==> src/rtl/vram_blitter_if.sv <==
// Bus bundle for vram_blitter: register window, CPU VRAM path and VRAM port A.
// The slave side is the blitter; the master side is the CPU/VRAM environment.
interface vram_blitter_if #(
    parameter int AW = 13,
    parameter int DW = 8
);
    logic          cs;
    logic          rw;
    logic [2:0]    AD;
    logic [DW-1:0] DI;
    logic [DW-1:0] DO;
    logic          irq;
    logic          busy;
    logic          cpu_req;
    logic          cpu_we;
    logic [AW-1:0] cpu_addr;
    logic [DW-1:0] cpu_wdata;
    logic          cpu_ack;
    logic [DW-1:0] cpu_rdata;
    logic [AW-1:0] mem_addr;
    logic [DW-1:0] mem_wdata;
    logic          mem_we;
    logic [DW-1:0] mem_rdata;

    modport slave (
        input  cs, rw, AD, DI,
        input  cpu_req, cpu_we, cpu_addr, cpu_wdata,
        input  mem_rdata,
        output DO, irq, busy,
        output cpu_ack, cpu_rdata,
        output mem_addr, mem_wdata, mem_we
    );

    modport master (
        output cs, rw, AD, DI,
        output cpu_req, cpu_we, cpu_addr, cpu_wdata,
        output mem_rdata,
        input  DO, irq, busy,
        input  cpu_ack, cpu_rdata,
        input  mem_addr, mem_wdata, mem_we
    );
endinterface

==> src/rtl/vram_blitter.sv <==
// VRAM block fill/copy engine sharing port A with the CPU (CPU has priority).
// Register window at AD[2:0]; level irq on completion when enabled.
module vram_blitter #(
    parameter int AW = 13,
    parameter int DW = 8,
    parameter int CW = 14
) (
    input  logic          clk,
    input  logic          rst,
    vram_blitter_if.slave bus
);
    typedef enum logic [1:0] {IDLE, RD, RDW, WR} state_e;

    state_e        state_q, state_d;
    logic [AW-1:0] src_q, src_d;
    logic [AW-1:0] dst_q, dst_d;
    logic [CW-1:0] cnt_q, cnt_d;
    logic [DW-1:0] fill_q, fill_d;
    logic [DW-1:0] data_q, data_d;
    logic          mode_q, mode_d;
    logic          dir_q, dir_d;
    logic          ien_q, ien_d;
    logic          done_q, done_d;

    logic          busy;
    logic          reg_we;
    logic          ctrl_wr;
    logic          ctrl_rd;
    logic          abort;
    logic          stall;
    logic          eng_we;
    logic [AW-1:0] src_nx;
    logic [AW-1:0] dst_nx;

    assign busy    = (state_q != IDLE);
    assign reg_we  = bus.cs & ~bus.rw;
    assign ctrl_wr = reg_we & (bus.AD == 3'd7);
    assign ctrl_rd = bus.cs & bus.rw & (bus.AD == 3'd7);
    assign abort   = ctrl_wr & bus.DI[7];
    assign stall   = bus.cpu_req;
    assign src_nx  = dir_q ? src_q - AW'(1) : src_q + AW'(1);
    assign dst_nx  = dir_q ? dst_q - AW'(1) : dst_q + AW'(1);

    always_comb begin
        state_d = state_q;
        src_d   = src_q;
        dst_d   = dst_q;
        cnt_d   = cnt_q;
        fill_d  = fill_q;
        data_d  = data_q;
        mode_d  = mode_q;
        dir_d   = dir_q;
        ien_d   = ien_q;
        done_d  = done_q;

        if (ctrl_rd) done_d = 1'b0;

        if (reg_we && !busy) begin
            unique case (bus.AD)
                3'd0: src_d  = {bus.DI[AW-9:0], src_q[7:0]};
                3'd1: src_d  = {src_q[AW-1:8], bus.DI};
                3'd2: dst_d  = {bus.DI[AW-9:0], dst_q[7:0]};
                3'd3: dst_d  = {dst_q[AW-1:8], bus.DI};
                3'd4: cnt_d  = {bus.DI[CW-9:0], cnt_q[7:0]};
                3'd5: cnt_d  = {cnt_q[CW-1:8], bus.DI};
                3'd6: fill_d = bus.DI;
                3'd7: begin
                    mode_d = bus.DI[1];
                    dir_d  = bus.DI[2];
                    ien_d  = bus.DI[6];
                end
            endcase
        end else if (ctrl_wr) begin
            ien_d = bus.DI[6];
        end

        // Abort beats both START and any pending step this cycle.
        if (abort) begin
            state_d = IDLE;
            done_d  = 1'b1;
        end else begin
            unique case (state_q)
                IDLE: if (ctrl_wr && bus.DI[0]) begin
                    if (cnt_q == '0) done_d  = 1'b1;
                    else             state_d = bus.DI[1] ? RD : WR;
                end
                RD: if (!stall) state_d = RDW;
                RDW: begin
                    data_d  = bus.mem_rdata;
                    state_d = WR;
                end
                WR: if (!stall) begin
                    cnt_d = cnt_q - CW'(1);
                    dst_d = dst_nx;
                    if (mode_q) src_d = src_nx;
                    if (cnt_q == CW'(1)) begin
                        state_d = IDLE;
                        done_d  = 1'b1;
                    end else begin
                        state_d = mode_q ? RD : WR;
                    end
                end
            endcase
        end
    end

    always_ff @(posedge clk or negedge rst) begin
        if (!rst) begin
            state_q <= IDLE;
            src_q   <= '0;
            dst_q   <= '0;
            cnt_q   <= '0;
            fill_q  <= '0;
            data_q  <= '0;
            mode_q  <= 1'b0;
            dir_q   <= 1'b0;
            ien_q   <= 1'b0;
            done_q  <= 1'b0;
        end else begin
            state_q <= state_d;
            src_q   <= src_d;
            dst_q   <= dst_d;
            cnt_q   <= cnt_d;
            fill_q  <= fill_d;
            data_q  <= data_d;
            mode_q  <= mode_d;
            dir_q   <= dir_d;
            ien_q   <= ien_d;
            done_q  <= done_d;
        end
    end

    // An abort landing on a WR cycle must not commit that byte.
    assign eng_we = (state_q == WR) & ~abort;

    always_comb begin
        bus.mem_addr  = (state_q == RD) ? src_q : dst_q;
        bus.mem_wdata = mode_q ? data_q : fill_q;
        bus.mem_we    = eng_we;
        if (bus.cpu_req) begin
            bus.mem_addr  = bus.cpu_addr;
            bus.mem_wdata = bus.cpu_wdata;
            bus.mem_we    = bus.cpu_we;
        end
    end

    always_comb begin
        bus.DO = '0;
        unique case (bus.AD)
            3'd0: bus.DO = DW'(src_q >> 8);
            3'd1: bus.DO = src_q[7:0];
            3'd2: bus.DO = DW'(dst_q >> 8);
            3'd3: bus.DO = dst_q[7:0];
            3'd4: bus.DO = DW'(cnt_q >> 8);
            3'd5: bus.DO = cnt_q[7:0];
            3'd6: bus.DO = fill_q;
            3'd7: bus.DO = {done_q, ien_q, 3'b000, dir_q, mode_q, busy};
        endcase
    end

    assign bus.irq       = done_q & ien_q;
    assign bus.busy      = busy;
    assign bus.cpu_ack   = bus.cpu_req;
    assign bus.cpu_rdata = bus.mem_rdata;
endmodule

==> src/flat_wrapper.sv <==
// flat-port wrapper written by rule: the top's interface ports become plain ports
module vram_blitter_flat 
#(
    parameter int AW = 13,
    parameter int DW = 8,
    parameter int CW = 14
)
  (clk, rst, bus_cs, bus_rw, bus_AD, bus_DI, bus_cpu_req, bus_cpu_we, bus_cpu_addr, bus_cpu_wdata, bus_mem_rdata, bus_DO, bus_irq, bus_busy, bus_cpu_ack, bus_cpu_rdata, bus_mem_addr, bus_mem_wdata, bus_mem_we);
  vram_blitter_if #(.AW(AW), .DW(DW)) bus_i ();
  input  logic clk;
  input  logic rst;
  input wire logic [$bits(bus_i.cs)-1:0] bus_cs;
  input wire logic [$bits(bus_i.rw)-1:0] bus_rw;
  input wire logic [$bits(bus_i.AD)-1:0] bus_AD;
  input wire logic [$bits(bus_i.DI)-1:0] bus_DI;
  input wire logic [$bits(bus_i.cpu_req)-1:0] bus_cpu_req;
  input wire logic [$bits(bus_i.cpu_we)-1:0] bus_cpu_we;
  input wire logic [$bits(bus_i.cpu_addr)-1:0] bus_cpu_addr;
  input wire logic [$bits(bus_i.cpu_wdata)-1:0] bus_cpu_wdata;
  input wire logic [$bits(bus_i.mem_rdata)-1:0] bus_mem_rdata;
  output wire logic [$bits(bus_i.DO)-1:0] bus_DO;
  output wire logic [$bits(bus_i.irq)-1:0] bus_irq;
  output wire logic [$bits(bus_i.busy)-1:0] bus_busy;
  output wire logic [$bits(bus_i.cpu_ack)-1:0] bus_cpu_ack;
  output wire logic [$bits(bus_i.cpu_rdata)-1:0] bus_cpu_rdata;
  output wire logic [$bits(bus_i.mem_addr)-1:0] bus_mem_addr;
  output wire logic [$bits(bus_i.mem_wdata)-1:0] bus_mem_wdata;
  output wire logic [$bits(bus_i.mem_we)-1:0] bus_mem_we;
  assign bus_i.cs = bus_cs;
  assign bus_i.rw = bus_rw;
  assign bus_i.AD = bus_AD;
  assign bus_i.DI = bus_DI;
  assign bus_i.cpu_req = bus_cpu_req;
  assign bus_i.cpu_we = bus_cpu_we;
  assign bus_i.cpu_addr = bus_cpu_addr;
  assign bus_i.cpu_wdata = bus_cpu_wdata;
  assign bus_i.mem_rdata = bus_mem_rdata;
  assign bus_DO = bus_i.DO;
  assign bus_irq = bus_i.irq;
  assign bus_busy = bus_i.busy;
  assign bus_cpu_ack = bus_i.cpu_ack;
  assign bus_cpu_rdata = bus_i.cpu_rdata;
  assign bus_mem_addr = bus_i.mem_addr;
  assign bus_mem_wdata = bus_i.mem_wdata;
  assign bus_mem_we = bus_i.mem_we;
  vram_blitter #(.AW(AW), .DW(DW), .CW(CW)) u_core (.clk(clk), .rst(rst), .bus(bus_i));
endmodule
==> config.mk <==
export PLATFORM = sky130hd
export DESIGN_NAME = vram_blitter_flat
export DESIGN_NICKNAME = d
export VERILOG_FILES = /design/src/rtl/vram_blitter_if.sv /design/src/rtl/vram_blitter.sv /design/src/flat_wrapper.sv
export SDC_FILE = /design/constraint.sdc
export NUM_CORES = 1
export LEC_CHECK = 0
export CAP_MARGIN = 20
export CORE_UTILIZATION = 43
export CTS_CLUSTER_DIAMETER = 100
export DETAILED_ROUTE_END_ITERATION = 6
export PLACE_DENSITY = 0.67
export SLEW_MARGIN = 20
export SYNTH_ARGS = -nofsm -noshare
export SYNTH_HDL_FRONTEND = slang
export SYNTH_SLANG_ARGS = --single-unit
export TNS_END_PERCENT = 100
==> constraint.sdc <==
create_clock -name clk -period 2.98 [get_ports clk]
set_input_delay 0.447 -clock clk [delete_from_list [all_inputs] [get_ports clk]]
set_output_delay 0.447 -clock clk [all_outputs]
set_load 0.02 [all_outputs]
==> flow_summary_export.csv, run 1 <==
group,metric,value,unit
clock_network,cts.clk_slew.worst_paths,0.05,ns
floorplan,chipHeight,112,um
logic_synthesis,avgSynthCellArea,8.31,um^2
pwr,power,6780,uW
place,numPortBuffers,86,
place,place_ws,-0.0424,ns
logic_synthesis,ys_seq_area_share,29.9,%
floorplan,die_area,12500,um^2
floorplan,die_w,112,um
sta,finClkSkew,0.00753,ns
logic_synthesis,synth_fp_nets,702,
finish,post-route-util,57.5,%
sta,grt_setup_unrepaired,"false",
floorplan,rows,39,
logic_synthesis,ys_types,62,
logic_synthesis,netlist_area,5200,um^2
critical_path,cp.required,2.53,ns
finish,regArea,1550,um^2
logic_synthesis,syn_inst,625,
clock_network,cts_setup_buffers,0,
logic_synthesis,async_reset_ff_share,100,%
detailed_routing,wire_per_inst,19.4,um
sta,tightestPinTransition,0.829,ns
critical_path,worstSetupPathType,"input pin to output port",
critical_path,start_kind,"input pin",
place,gp_congestion,0.897,
clock_network,cts_tree,"done",
detailed_routing,drtIter0Drc,311,
floorplan,design.portCount,87,
global_routing,grt_pass1_vias,5011,
global_routing,grt_max_degree,63,
floorplan,initial_core_util,44.7,%
critical_path,worst_setup_path_end_kind,"output port",
global_routing,grtUsageTotal,27.7,%
sta,finalSetupViolations,0,
finish,drive_gt1_share,13.3,%
logic_synthesis,ys_warn_count,0,
clock_network,ctsHoldBuffers,0,
finish,num_antenna_cells,0,
finish,final_common_cell,"nand2_1",
run_status,status,"finished with violations",
flow_run,maxCapViolCount,0,
logic_synthesis,ys.flop_type,"dfrtp_1",
clock_network,clock-root-buffer,"clkbuf_16",
sta,max_freq,0.345,GHz
global_routing,grt_overflow,0,
global_routing,grt_pass1_wl,26600,um
sta,period_needed,2.90,ns
sta,setup_tns,0,ns
floorplan,coreArea,11600,um^2
clock_network,cts.sinks,62,
pwr,p_leak,0.00294,uW
detailed_routing,antenna_left,0,
pwr,peakVddDrop,0.664,mV
sta,hold_viol,0,
pwr,powerDensity,1020,nW/um^2
finish,syn_to_final_growth,28.6,%
clock_network,clock_path_buffers,2,
hold_path,holdCritPathClass,"input pin to asynchronous set/reset pin",
critical_path,worstReg2RegEnd,"u_core.dst_q[12]",
critical_path,r2r_slack,0.36,ns
critical_path,reg2reg_depth,9,
sta,setup_ws,0.0828,ns
clock_network,numCtsBuffers,9,
finish,final_nets,803,
detailed_routing,via_per_inst,5.92,
place,detailed_place_hpwl,12600,um
logic_synthesis,ys_ff_latch,62,
critical_path,r2r-start,"u_core.dir_q",
detailed_routing,vias,5174,
critical_path,cp.arrival,2.45,ns
finish,fillCellCount,1090,
critical_path,critPathMaxFanout,19,
finish,multiInputGateArea,3380,um^2
sta,drv_slew,0,
clock_network,worstSkewPairLatency,0.34,ns
logic_synthesis,synth_enable_flop_cells,0,
finish,layout_common_cells,"80 x nand2_1, 79 x clkdlybuf4s50_1, 72 x o21ai_0",
detailed_routing,drc,5,
sta,maxSlewHeadroom,44.7,%
sta,fin_crit_sh,97.2,%
global_routing,antenna_found_initial,0,
run_status,violations,"DRC",
clock_network,cts_max_level,3,
detailed_routing,routed_wl,16900,um
detailed_routing,drt-pass1-iter-count,7,
[synth_stat cells, types with 2 or more instances]
master | count | area share, %
a211o_1 | 2 | 0.34
a211oi_1 | 7 | 1.0
a21o_1 | 6 | 0.87
a21oi_1 | 36 | 3.5
a221o_1 | 2 | 0.39
a221oi_1 | 4 | 0.67
a22o_1 | 4 | 0.67
a22oi_1 | 2 | 0.29
a31oi_1 | 8 | 0.96
and2_1 | 3 | 0.36
buf_1 | 3 | 0.22
buf_2 | 8 | 0.77
buf_4 | 11 | 1.6
clkbuf_1 | 14 | 1.0
dfrtp_1 | 62 | 30
fa_1 | 2 | 0.77
ha_1 | 29 | 7.0
inv_1 | 21 | 1.5
mux2_2 | 26 | 5.6
mux2i_1 | 44 | 8.5
nand2_1 | 80 | 5.8
nand2b_1 | 4 | 0.48
nand3_1 | 22 | 2.1
nand3b_1 | 3 | 0.43
nand4_1 | 4 | 0.48
nand4b_1 | 3 | 0.51
nor2_1 | 55 | 4.0
nor2b_1 | 11 | 1.3
nor3_1 | 10 | 0.96
nor3b_1 | 2 | 0.29
o211ai_1 | 7 | 1.0
o21ai_0 | 72 | 6.9
o21ai_1 | 3 | 0.29
o21bai_1 | 2 | 0.29
o221a_2 | 2 | 0.43
o22ai_1 | 2 | 0.24
o31ai_1 | 3 | 0.43
or3_1 | 6 | 0.72
xnor2_1 | 8 | 1.3
xor2_1 | 10 | 1.7
[sequential cells by signal (all words and copies together), names as in the netlist]
| name | flops |
|---|---|
| u_core.done_q | 1 |
| u_core.fill_q | 8 |
| u_core.state_q | 2 |
| u_core.dst_q | 13 |
| u_core.mode_q | 1 |
| u_core.ien_q | 1 |
| u_core.cnt_q | 14 |
| u_core.src_q | 13 |
| u_core.dir_q | 1 |
| u_core.data_q | 8 |
[metal layers]
metal  up-vias  global-route usage (%)  routed length, um
met5         -                       0                  0
met4         0                    9.33                386
met2       177                    43.3               7740
met3        32                    5.50               1080
li1       2458                       -                  -
met1      2507                    38.3               7720
[area by class of cell]
cell class / instances / share of cell area [%]
Timing Repair Buffer: 127 / 17.8
Inverter: 22 / 1.24
Clock inverter: 4 / 0.674
Clock buffer: 12 / 3.84
Tap cell: 143 / 2.68
Sequential cell: 62 / 23.2
Multi-Input combinational cell: 504 / 50.6
[through the flow]
step / instance area (um^2) / cells / hold slack (ns)
finish: 6680 / 874 / 0.280
global placement: 6360 / 858 / 0.489
global route: 6680 / 874 / 0.353
floorplan: 5200 / 625 / 0.151
detailed placement: 6360 / 858 / 0.499
CTS: 6660 / 874 / 0.319
[cell families (layout without fill, tap and decap cells)]
| logic type | after synthesis | count (layout) | share of synthesized area, % |
|---|---|---|---|
| AND/OR/NAND/NOR | 213 | 213 | 19.4 |
| adder cells (fa/ha/maj) | 31 | 31 | 7.75 |
| buffers and inverters | 59 | 165 | 5.39 |
| flip-flops | 62 | 62 | 29.9 |
| AO/OA/AOI/OAI | 171 | 171 | 20.0 |
| multiplexers | 71 | 71 | 14.5 |
| XOR/XNOR | 18 | 18 | 3.03 |
[report_power, final]
group | internal, uW | switching [uW]
clock | 688 | 381
combinational | 1830 | 2220
sequential | 1170 | 484
[worst max path at each step]
stage / slack [ns] / cells past startpoint / end / start
after floorplan: 0.25 / 9 / u_core.dst_q[12] / u_core.dir_q
after global placement: 0.03 / 6 / bus_DO[3] / bus_AD[1]
after detailed placement: -0.04 / 8 / bus_DO[2] / bus_AD[1]
after CTS: 0.04 / 6 / bus_DO[3] / bus_AD[1]
after global routing: 0.01 / 7 / bus_DO[7] / bus_AD[2]
final: 0.08 / 5 / bus_DO[4] / bus_AD[0]
[worst max-delay path: stages]
cell and delay, ns:
clkdlybuf4s50_1 0.51, buf_12 0.17, mux4_2 0.50, mux2_2 0.28
clkdlybuf4s50_1 0.54
[repair_timing]
action	in CTS	in global routing
endpoints found under the hold margin	0	0
resized for setup	1	8
endpoints found under the setup margin	1	3
gates cloned	0	0
Note: power is estimated with default switching activity, not from simulation.
==> run 2: changes to the inputs <==
--- a/config.mk
+++ b/config.mk
@@ -9,7 +9,8 @@
 export CORE_UTILIZATION = 43
 export CTS_CLUSTER_DIAMETER = 100
 export DETAILED_ROUTE_END_ITERATION = 6
-export PLACE_DENSITY = 0.67
+export PLACE_DENSITY = 0.69
+export SETUP_SLACK_MARGIN = 0.5
 export SLEW_MARGIN = 20
 export SYNTH_ARGS = -nofsm -noshare
 export SYNTH_HDL_FRONTEND = slang
==> constraint.sdc (replaced) <==
create_clock -name clk -period 2.35 [get_ports clk]
set_input_delay 0.3525 -clock clk [delete_from_list [all_inputs] [get_ports clk]]
set_output_delay 0.3525 -clock clk [all_outputs]
set_load 0.02 [all_outputs]
==> run 2 against run 1 <==
Against the previous run: the flow finishes with violations (DRC, setup timing); utilization increased by 20 points; routed wire length is 43% higher; highest routed layer unchanged; first-iteration DRC count grew 110%; critical path depth rose by 5; worst setup slack worse by 0.19 ns.
==> flow_summary_export.csv, run 2 (same netlist as run 1, synthesis figures left out) <==
group,metric,value,unit
hold_path,holdCritPathClass,"input pin to asynchronous set/reset pin",
sta,hold_viol,0,
clock_network,cts.clk_slew.worst_paths,0.06,ns
sta,setup_tns,-0.215,ns
critical_path,cp.arrival,2.71,ns
critical_path,cp.required,2.60,ns
finish,layout_common_cells,"107 x buf_4, 66 x nand2_1, 59 x buf_6",
pwr,peakVddDrop,0.889,mV
floorplan,chipHeight,112,um
global_routing,grt_max_degree,46,
clock_network,ctsHoldBuffers,0,
clock_network,clock_path_buffers,2,
global_routing,grt_pass1_vias,5717,
global_routing,grtUsageTotal,32.3,%
floorplan,coreArea,11600,um^2
finish,final_nets,920,
sta,period_needed,2.46,ns
run_status,status,"finished with violations",
pwr,p_sw,6040,uW
detailed_routing,drtIter0Drc,648,
global_routing,grt_pass1_wl,31100,um
place,detailed_place_hpwl,13200,um
sta,drv_slew,0,
detailed_routing,drt-pass1-iter-count,7,
clock_network,cts.sinks,62,
place,numPortBuffers,86,
floorplan,initial_core_util,44.7,%
run_status,violations,"DRC, setup timing",
place,gp_congestion,0.952,
detailed_routing,wire_per_inst,24.4,um
sta,grt_setup_unrepaired,"true",
finish,syn_to_final_growth,73.5,%
finish,drive_gt1_share,49.6,%
floorplan,rows,39,
floorplan,die_w,112,um
critical_path,worstSetupPathType,"flop to flop",
critical_path,worst_setup_path_end_kind,"flop",
detailed_routing,antenna_left,0,
sta,maxSlewHeadroom,55.1,%
sta,tightestPinTransition,0.671,ns
sta,setup_ws,-0.109,ns
clock_network,numCtsBuffers,9,
critical_path,critPathMaxFanout,7,
finish,largestRegisters,"u_core.cnt_q x14, u_core.dst_q x13, u_core.src_q x13",
finish,largest_reg_flops,14,
detailed_routing,via_per_inst,6.50,
sta,finalSetupViolations,4,
detailed_routing,routed_wl,24200,um
sta,max_freq,0.407,GHz
finish,top_register,"u_core.cnt_q",
critical_path,critPathLaunch,"u_core.dir_q",
floorplan,die_area,12500,um^2
global_routing,met1_usage,42.6,%
global_routing,gr-usage-met3,5.23,%
sta,fin_crit_sh,105,%
finish,final_common_cell,"buf_4",
flow_run,maxCapViolCount,0,
clock_network,cts_tree,"done",
critical_path,r2r-start,"u_core.dir_q",
global_routing,grt_overflow,0,
critical_path,reg2reg_depth,10,
global_routing,busiest_layer,"met2",
clock_network,cts_max_level,3,
critical_path,worstReg2RegEnd,"u_core.src_q[12]",
global_routing,antenna_found_initial,1,
clock_network,clock-root-buffer,"clkbuf_16",
finish,post-route-util,77.6,%
critical_path,r2r_slack,-0.11,ns
critical_path,start_kind,"flop",
pwr,switching_share,45.0,%
pwr,power_frac_comb,71.8,%
detailed_routing,drc,12,
pwr,p_int,7400,uW
detailed_routing,vias,6446,
pwr,p_clk_share,11.9,%
global_routing,grtUsageMet2,52.1,%
pwr,p_leak,0.00389,uW
critical_path,cp-endpoint,"u_core.src_q[12]",
pwr,p_seq_share,16.2,%
sta,finClkSkew,0.00756,ns
floorplan,design.portCount,87,
clock_network,worstSkewPairLatency,0.35,ns
pwr,powerDensity,1490,nW/um^2
==> run 2: through the flow <==
stage / hold WS (ns) / instances / setup WS [ns] / power (uW) / cell area, um^2
4_1_cts: 0.0520 / 969 / 0.0201 / 11000 / 8110
6_report: 0.0514 / 992 / -0.109 / 13400 / 9020
2_1_floorplan: 0.0569 / 625 / 0.0816 / 5790 / 5310
3_5_place_dp: 0.413 / 906 / -0.436 / 7860 / 6870
5_1_grt: 0.0909 / 991 / -0.168 / 14000 / 9010
3_3_place_gp: 0.404 / 906 / -0.377 / 7660 / 6870
==> run 2: what timing repair did <==
item	in CTS	in global routing
pin swaps	50	81
gates resized for setup	312	195
setup buffers	43	21
setup endpoints to repair	94	88
gates cloned	4	1
==> run 2: layout make-up <==
type,instances,area (um^2)
diodes,1,2.50
clock buffers,9,225
clock inverters,7,121
fillers,669,2600
inverters,22,100
multi-input cells,504,4500
flip-flops and latches,62,1570
well taps,143,179
repair buffers,244,2320
==> run 2: routing by layer <==
layer | routed length (um) | vias to the layer above
met5 | 0 | -
met4 | 1550 | 0
met3 | 2480 | 138
met2 | 11200 | 490
met1 | 8910 | 3122
li1 | - | 2696
==> run 2: worst min path at each step <==
stage | startpoint | end | slack [ns] | cells after the start
floorplan | rst | u_core.cnt_q[0] | 0.06 | 0
global placement | rst | u_core.data_q[2] | 0.40 | 2
detailed placement | rst | u_core.data_q[2] | 0.41 | 2
CTS | rst | u_core.data_q[2] | 0.05 | 2
global route | rst | u_core.data_q[6] | 0.09 | 2
finish | rst | u_core.fill_q[1] | 0.05 | 2
==> run 2: critical path, cell delays in order, from the launching register on <==
cell and delay, ns:
dfrtp_4 0.45, buf_12 0.17, clkinv_8 0.07, fa_2 0.41
nand2b_4 0.17, a21oi_4 0.16, nand4_1 0.19, a31oi_2 0.27
xnor2_2 0.15, o21ai_1 0.10, a221oi_2 0.22
==> run 2: power groups by stage <==
stage          clock network (uW)  registers [uW]  logic [uW]
6_report                     1600            2180        9650
3_5_place_dp                    0            2050        5800
5_1_grt                      1660            2190       10200
2_1_floorplan                   0            1860        3930
3_3_place_gp                    0            2040        5620
4_1_cts                      1580            2040        7390
==> run 3: changes to the inputs <==
--- a/config.mk
+++ b/config.mk
@@ -5,6 +5,7 @@
 export SDC_FILE = /design/constraint.sdc
 export NUM_CORES = 1
 export LEC_CHECK = 0
+export ABC_AREA = 1
 export CAP_MARGIN = 20
 export CORE_UTILIZATION = 43
 export CTS_CLUSTER_DIAMETER = 100
==> run 3 against run 2 <==
Against the previous run: the flow now finishes without violations; critical path depth is 3 lower; design area is 8.1% lower; worst setup slack better by 0.46 ns; flip-flop and latch count stayed put; non-clock buffer count is 81 lower; routed wire length is 19% lower; register-to-register slack better by 0.53 ns; combinational power is 5.6% lower; synthesized cell count is 35% higher; utilization is 12 points lower; clock power is 16% lower.
==> flow_summary_export.csv, run 3 <==
group,metric,value,unit
sta,fin_crit_sh,84.9,%
sta,grt_setup_unrepaired,"true",
run_status,status,"completed",
sta,period_needed,2.00,ns
sta,finClkSkew,0.00816,ns
critical_path,critPathBufInv,3,
logic_synthesis,synthTopCellsByArea,"dfrtp_1 28%, nand2_1 16%, inv_1 7.9%",
clock_network,clock-root-buffer,"clkbuf_16",
place,gp_congestion,0.960,
finish,num_antenna_cells,0,
critical_path,slowest_stage,"dfrtp_1",
place,place_area,6870,um^2
global_routing,grt_overflow,0,
global_routing,antenna_found_initial,0,
finish,final_common_cell,"nand2_1",
hold_path,holdCritPathClass,"input pin to asynchronous set/reset pin",
finish,drive_gt1_share,32.6,%
detailed_routing,antenna_left,0,
detailed_routing,via_per_inst,5.41,
detailed_routing,drt-pass1-iter-count,5,
logic_synthesis,synth_fp_nets,921,
detailed_routing,drtIter0Drc,455,
sta,setup_tns,0,ns
place,detailed_place_hpwl,13800,um
floorplan,die_area,13400,um^2
floorplan,chipHeight,116,um
finish,fillCellCount,1106,
clock_network,cts.clk_slew.worst_paths,0.06,ns
logic_synthesis,synth_commonest_cells,"235 x nand2_1, 117 x inv_1, 84 x nor2_1, 66 x a21oi_1, 62 x dfrtp_1",
clock_network,clock_path_buffers,2,
floorplan,die_w,116,um
clock_network,worstSkewPairLatency,0.33,ns
logic_synthesis,yosysTopAreaCellShare,27.9,%
critical_path,slowest_delay,0.41,ns
pwr,p_leak,0.00387,uW
critical_path,worst_setup_path_end_kind,"output port",
global_routing,grtUsageTotal,28.5,%
sta,hold_viol,0,
global_routing,grt_pass1_vias,5742,
critical_path,worstSetupPathType,"flop to output port",
critical_path,cp.arrival,1.64,ns
sta,tightestPinTransition,0.631,ns
sta,max_freq,0.501,GHz
critical_path,cp.required,2.00,ns
finish,largest_reg_flops,14,
sta,finalSetupViolations,0,
clock_network,numCtsBuffers,9,
logic_synthesis,ys_ff_latch,62,
place,numPortBuffers,86,
global_routing,grt_max_degree,38,
finish,final_nets,1068,
finish,layout_common_cells,"194 x nand2_1, 97 x inv_1, 63 x buf_4",
global_routing,grt_pass1_wl,29000,um
logic_synthesis,ys_warn_count,0,
floorplan,initial_core_util,44.1,%
sta,maxSlewHeadroom,57.9,%
finish,syn_to_final_growth,49.1,%
floorplan,coreArea,12600,um^2
sta,drv_slew,0,
finish,multiInputGateArea,4210,um^2
finish,largestRegisters,"u_core.cnt_q x14, u_core.dst_q x13, u_core.src_q x13",
detailed_routing,drc,0,
logic_synthesis,async_reset_ff_share,100,%
detailed_routing,wire_per_inst,16.7,um
pwr,powerDensity,1540,nW/um^2
detailed_routing,vias,6316,
logic_synthesis,ys_types,42,
critical_path,cp_top_family,"flip-flops",
logic_synthesis,avgSynthCellArea,6.59,um^2
flow_run,maxCapViolCount,0,
finish,top_register,"u_core.cnt_q",
finish,regArea,1560,um^2
logic_synthesis,yosys.area.top_type,"dfrtp_1",
critical_path,cp_common_cell,"buf_6",
floorplan,design.portCount,87,
floorplan,rows,41,
clock_network,cts_max_level,3,
critical_path,start_kind,"flop",
critical_path,crit_chain,"buf_6 > inv_4 > ha_4 > o22ai_2 > nor2_2 > o2111ai_2 > buf_6",
logic_synthesis,ys.flop_type,"dfrtp_1",
pwr,peakVddDrop,1.02,mV
logic_synthesis,synth.most_common_cell,"nand2_1",
clock_network,cts.sinks,62,
critical_path,r2r_slack,0.42,ns
critical_path,critPathMaxFanout,3,
logic_synthesis,netlist_area,5560,um^2
logic_synthesis,ys_seq_area_share,27.9,%
finish,fin_area,8290,um^2
clock_network,cts_tree,"done",
logic_synthesis,synth_enable_flop_cells,0,
logic_synthesis,syn_inst,844,
detailed_routing,routed_wl,19600,um
run 3: cell types whose count changed in the layout (fill, tap and decap cells not counted), sizes merged, moves of 9 or more:
cell / delta
clkbuf: +9
nor2b: -11
nand2: +158
o21ai: -15
a21oi: +30
nand3: +22
mux2: -15
buf: -91
a22oi: +10
inv: +97
mux2i: -44
nor2: +36
o22ai: +17
run 3: repair_timing:
item | CTS | global route
endpoints found under the setup margin | 81 | 84
hold buffers | 0 | 0
gates resized for setup | 211 | 183
cloned | 2 | 4
pin swaps | 11 | 52
setup buffers | 9 | 20
run 3: metal layers:
metal / global-route usage, % / part of all wire, % / wire [um]
met4: 9.57 / 2.9 / 567
met3: 4.13 / 6.9 / 1360
met5: 0 / 0 / 0
met2: 48.1 / 48 / 9430
met1: 37.5 / 42 / 8210
run 3: cells by family after synthesis:
logic type,after synthesis,synth area share (%)
fa+ha+maj,31,7.25
mux,11,2.23
simple gates,392,29.7
compound gates,176,17.8
flops,62,27.9
xor+xnor,21,3.31
buf+inv,151,11.7
run 3: per-stage QoR:
step                      utilization, %  setup WS [ns]  cells  hold slack [ns]  power (uW)
after floorplan                        -          0.500    844           0.0569        6700
after global placement              54.4         -0.293   1117            0.394        8610
final                               65.7          0.354   1168           0.0369       12800
after global routing                65.7          0.300   1168           0.0746       13800
after CTS                           59.7          0.375   1144           0.0477       10800
after detailed placement            54.4         -0.337   1117            0.398        8660
run 3: cell type report:
class	count	share of cell area [%]
timing repair buffer	163	18.3
clock buffer	9	2.72
clock inverter	7	0.891
multi-input combinational	631	50.8
timing repair inverter	2	0.181
sequential	62	18.8
tap	172	2.60
inverter	122	5.77
run 3: worst paths after layout:
| kind | start | cells past startpoint | endpoint |
|---|---|---|---|
| worst max-delay path | u_core.state_q[0] | 7 | bus_DO[0] |
| worst min-delay path | rst | 1 | u_core.data_q[3] |
| worst max register to register | u_core.dir_q | 10 | u_core.src_q[7] |
| worst min register to register | u_core.data_q[1] | 1 | u_core.data_q[1] |
| max in group asynchronous | rst | 2 | u_core.dst_q[10] |
| min in group clk | bus_cs | 4 | u_core.done_q |
run 3: report_power, final:
group / switching [uW] / internal [uW]
Combinational: 5100 / 4010
Clock: 520 / 824
Sequential: 772 / 1580
Total: 6390 / 6410
==> patch, RTL diff (flow settings as in run 3) <==
Re-encode `state_e` (4 states) as one-hot, 4 bits wide.
--- a/src/rtl/vram_blitter.sv
+++ b/src/rtl/vram_blitter.sv
@@ -11,3 +11,3 @@
 );
-    typedef enum logic [1:0] {IDLE, RD, RDW, WR} state_e;
+    typedef enum logic [3:0] {IDLE = 4'b0001, RD = 4'b0010, RDW = 4'b0100, WR = 4'b1000} state_e;
 
Formal check against the unedited RTL: same outputs for any inputs over 4 cycles, from zero or initial values and one cycle with rst low; so few cycles prove little.
==> patch against run 3 <==
Count of clock-buffer cells in the layout increased by 4. Global-route usage is 2.1 points higher. Via count up 5.9%. First-iteration DRC count grew 16%. Synthesized area increased by 2.3%. Setup slack got worse by 0.026 ns. Design area grew 2.7%. Sequential cell count rose by 2. Total power decreased by 35%. Routed wire length rose by 6.4%. Worst hold slack got worse by 0.023 ns. Clock skew hardly changed.
==> patch: results (changes against run 3) <==
CP max FO=3 (unchanged); met1 wire length=8780 um (+7.0%); top post-synthesis cells by count=nand2_1 (285), inv_1 (130), nor2_1 (100), o21ai_0 (78), dfrtp_1 (63); largest net degree at the start of global routing=65 (+71%); synthesis warning total=0 (unchanged); drt via density=5.35 (-1.0%); slowest CP cell=dfstp_2; Worst VDD drop=0.000527 V (-48%); DP Cell Count=1,195 (+7.0%); GRT Total Usage=30.6% (+2.1 points); largest cells by area after synthesis=dfrtp_1 (28%), nand2_1 (19%), inv_1 (8.6%); vias in the first global route=6,119 (+6.6%); met2 wire length=9850 um (+4.5%); Gate power share=56.9% (-14 points); placed cell area=7080 um^2 (+3.1%); CP max stage delay=0.55 ns (+0.14 ns); R2R Path End=u_core.src_q[9]; first-pass GRT wire length=31,200 um (+7.4%); drt wl/cell=16.7 um (-0.54%); Clock net power=1.43 mW (+7%); Mapped Avg Cell Area=6.20 um^2 (-5.8%); clk root buf=clkbuf_16; Setup crit start=u_core.state_q[0]; R2R setup slack=0.40 ns (-0.02 ns); post-synthesis sequential area ratio=28.2% (+0.28 points); Nets=1,146 (+7.3%); Initial DRC Count=526 (+16%); met3 wire len=1620 um (+19%); hpwl dp=14,400 um (+4.4%); Placer Congestion=0.933 (-2.8%); worst path arrival time=1.67 ns (+0.03 ns); Slew @ Worst Pin=0.392 ns (-0.240 ns); DR vias=6,691 (+5.9%); Async S/R FF share, synth=100% (unchanged); share of layout cells above drive strength 1=30.7% (-1.9 points); Fin Hold WS=0.0142 ns (-0.0227 ns); Port-buffer cells=86 (unchanged); Sw Share=45.2% (-4.7 points); reg2reg path depth=13 (+3); Syn Nets=990 (+7.5%); Clk pwr share=17.1% (+6.6 points); status=finished clean; Leakage=4.07 nW (+5.0%); clock latency on the worst-skew pair=around 0.34 ns; clock skew=0.00818 ns (+0.0000204 ns)
-- patch: cell types whose count changed after synthesis, moves of 4 or more --
cell	delta
nand2_1	+50
a21oi_1	-29
o21ai_0	+23
nand3_1	+19
nor2_1	+16
inv_1	+13
xor2_1	-13
a31oi_1	+11
mux2_2	-11
o22ai_1	-10
a22oi_1	-6
nor3_1	+5
clkbuf_1	+4
ha_1	-4
-- patch: logic make-up after synthesis --
kind of cell | after synthesis | share of synthesized area [%]
simple gates | 482 | 35.4
compound gates | 168 | 16.5
buf+inv | 165 | 12.0
flops | 64 | 28.2
fa+ha+maj | 27 | 6.20
xor+xnor | 11 | 1.69
-- patch: per-layer routing --
layer | track usage, % | up-vias
li1 | - | 3276
met1 | 41.7 | 3116
met2 | 48.6 | 253
met3 | 6.02 | 46
met4 | 10.4 | 0
met5 | 0 | -
-- patch: area by class of cell --
cell class | count | area, um^2
Fill cell | 1096 | 4260
Clock inverter | 3 | 65.1
Timing Repair Buffer | 175 | 1580
Tap cell | 172 | 215
Inverter | 134 | 518
Sequential cell | 64 | 1610
Clock buffer | 13 | 250
Multi-Input combinational cell | 688 | 4260
Timing Repair inverter | 1 | 5.00
-- patch: metrics by stage --
step           setup WS, ns  utilization [%]  setup TNS (ns)
3_3_place_gp         -0.434             55.4           -3.95
5_1_grt               0.263             66.6               0
2_1_floorplan         0.483                -               0
6_report              0.329             66.6               0
4_1_cts               0.331             62.6               0
3_5_place_dp         -0.450             55.4           -4.01
-- patch: what timing repair did --
| item | in CTS | in global routing |
|---|---|---|
| setup buffers | 23 | 12 |
| hold buffers | 0 | 0 |
| pin swaps | 30 | 51 |
| cloned | 2 | 2 |
| setup endpoints to repair | 70 | 81 |
| resized for setup | 248 | 152 |
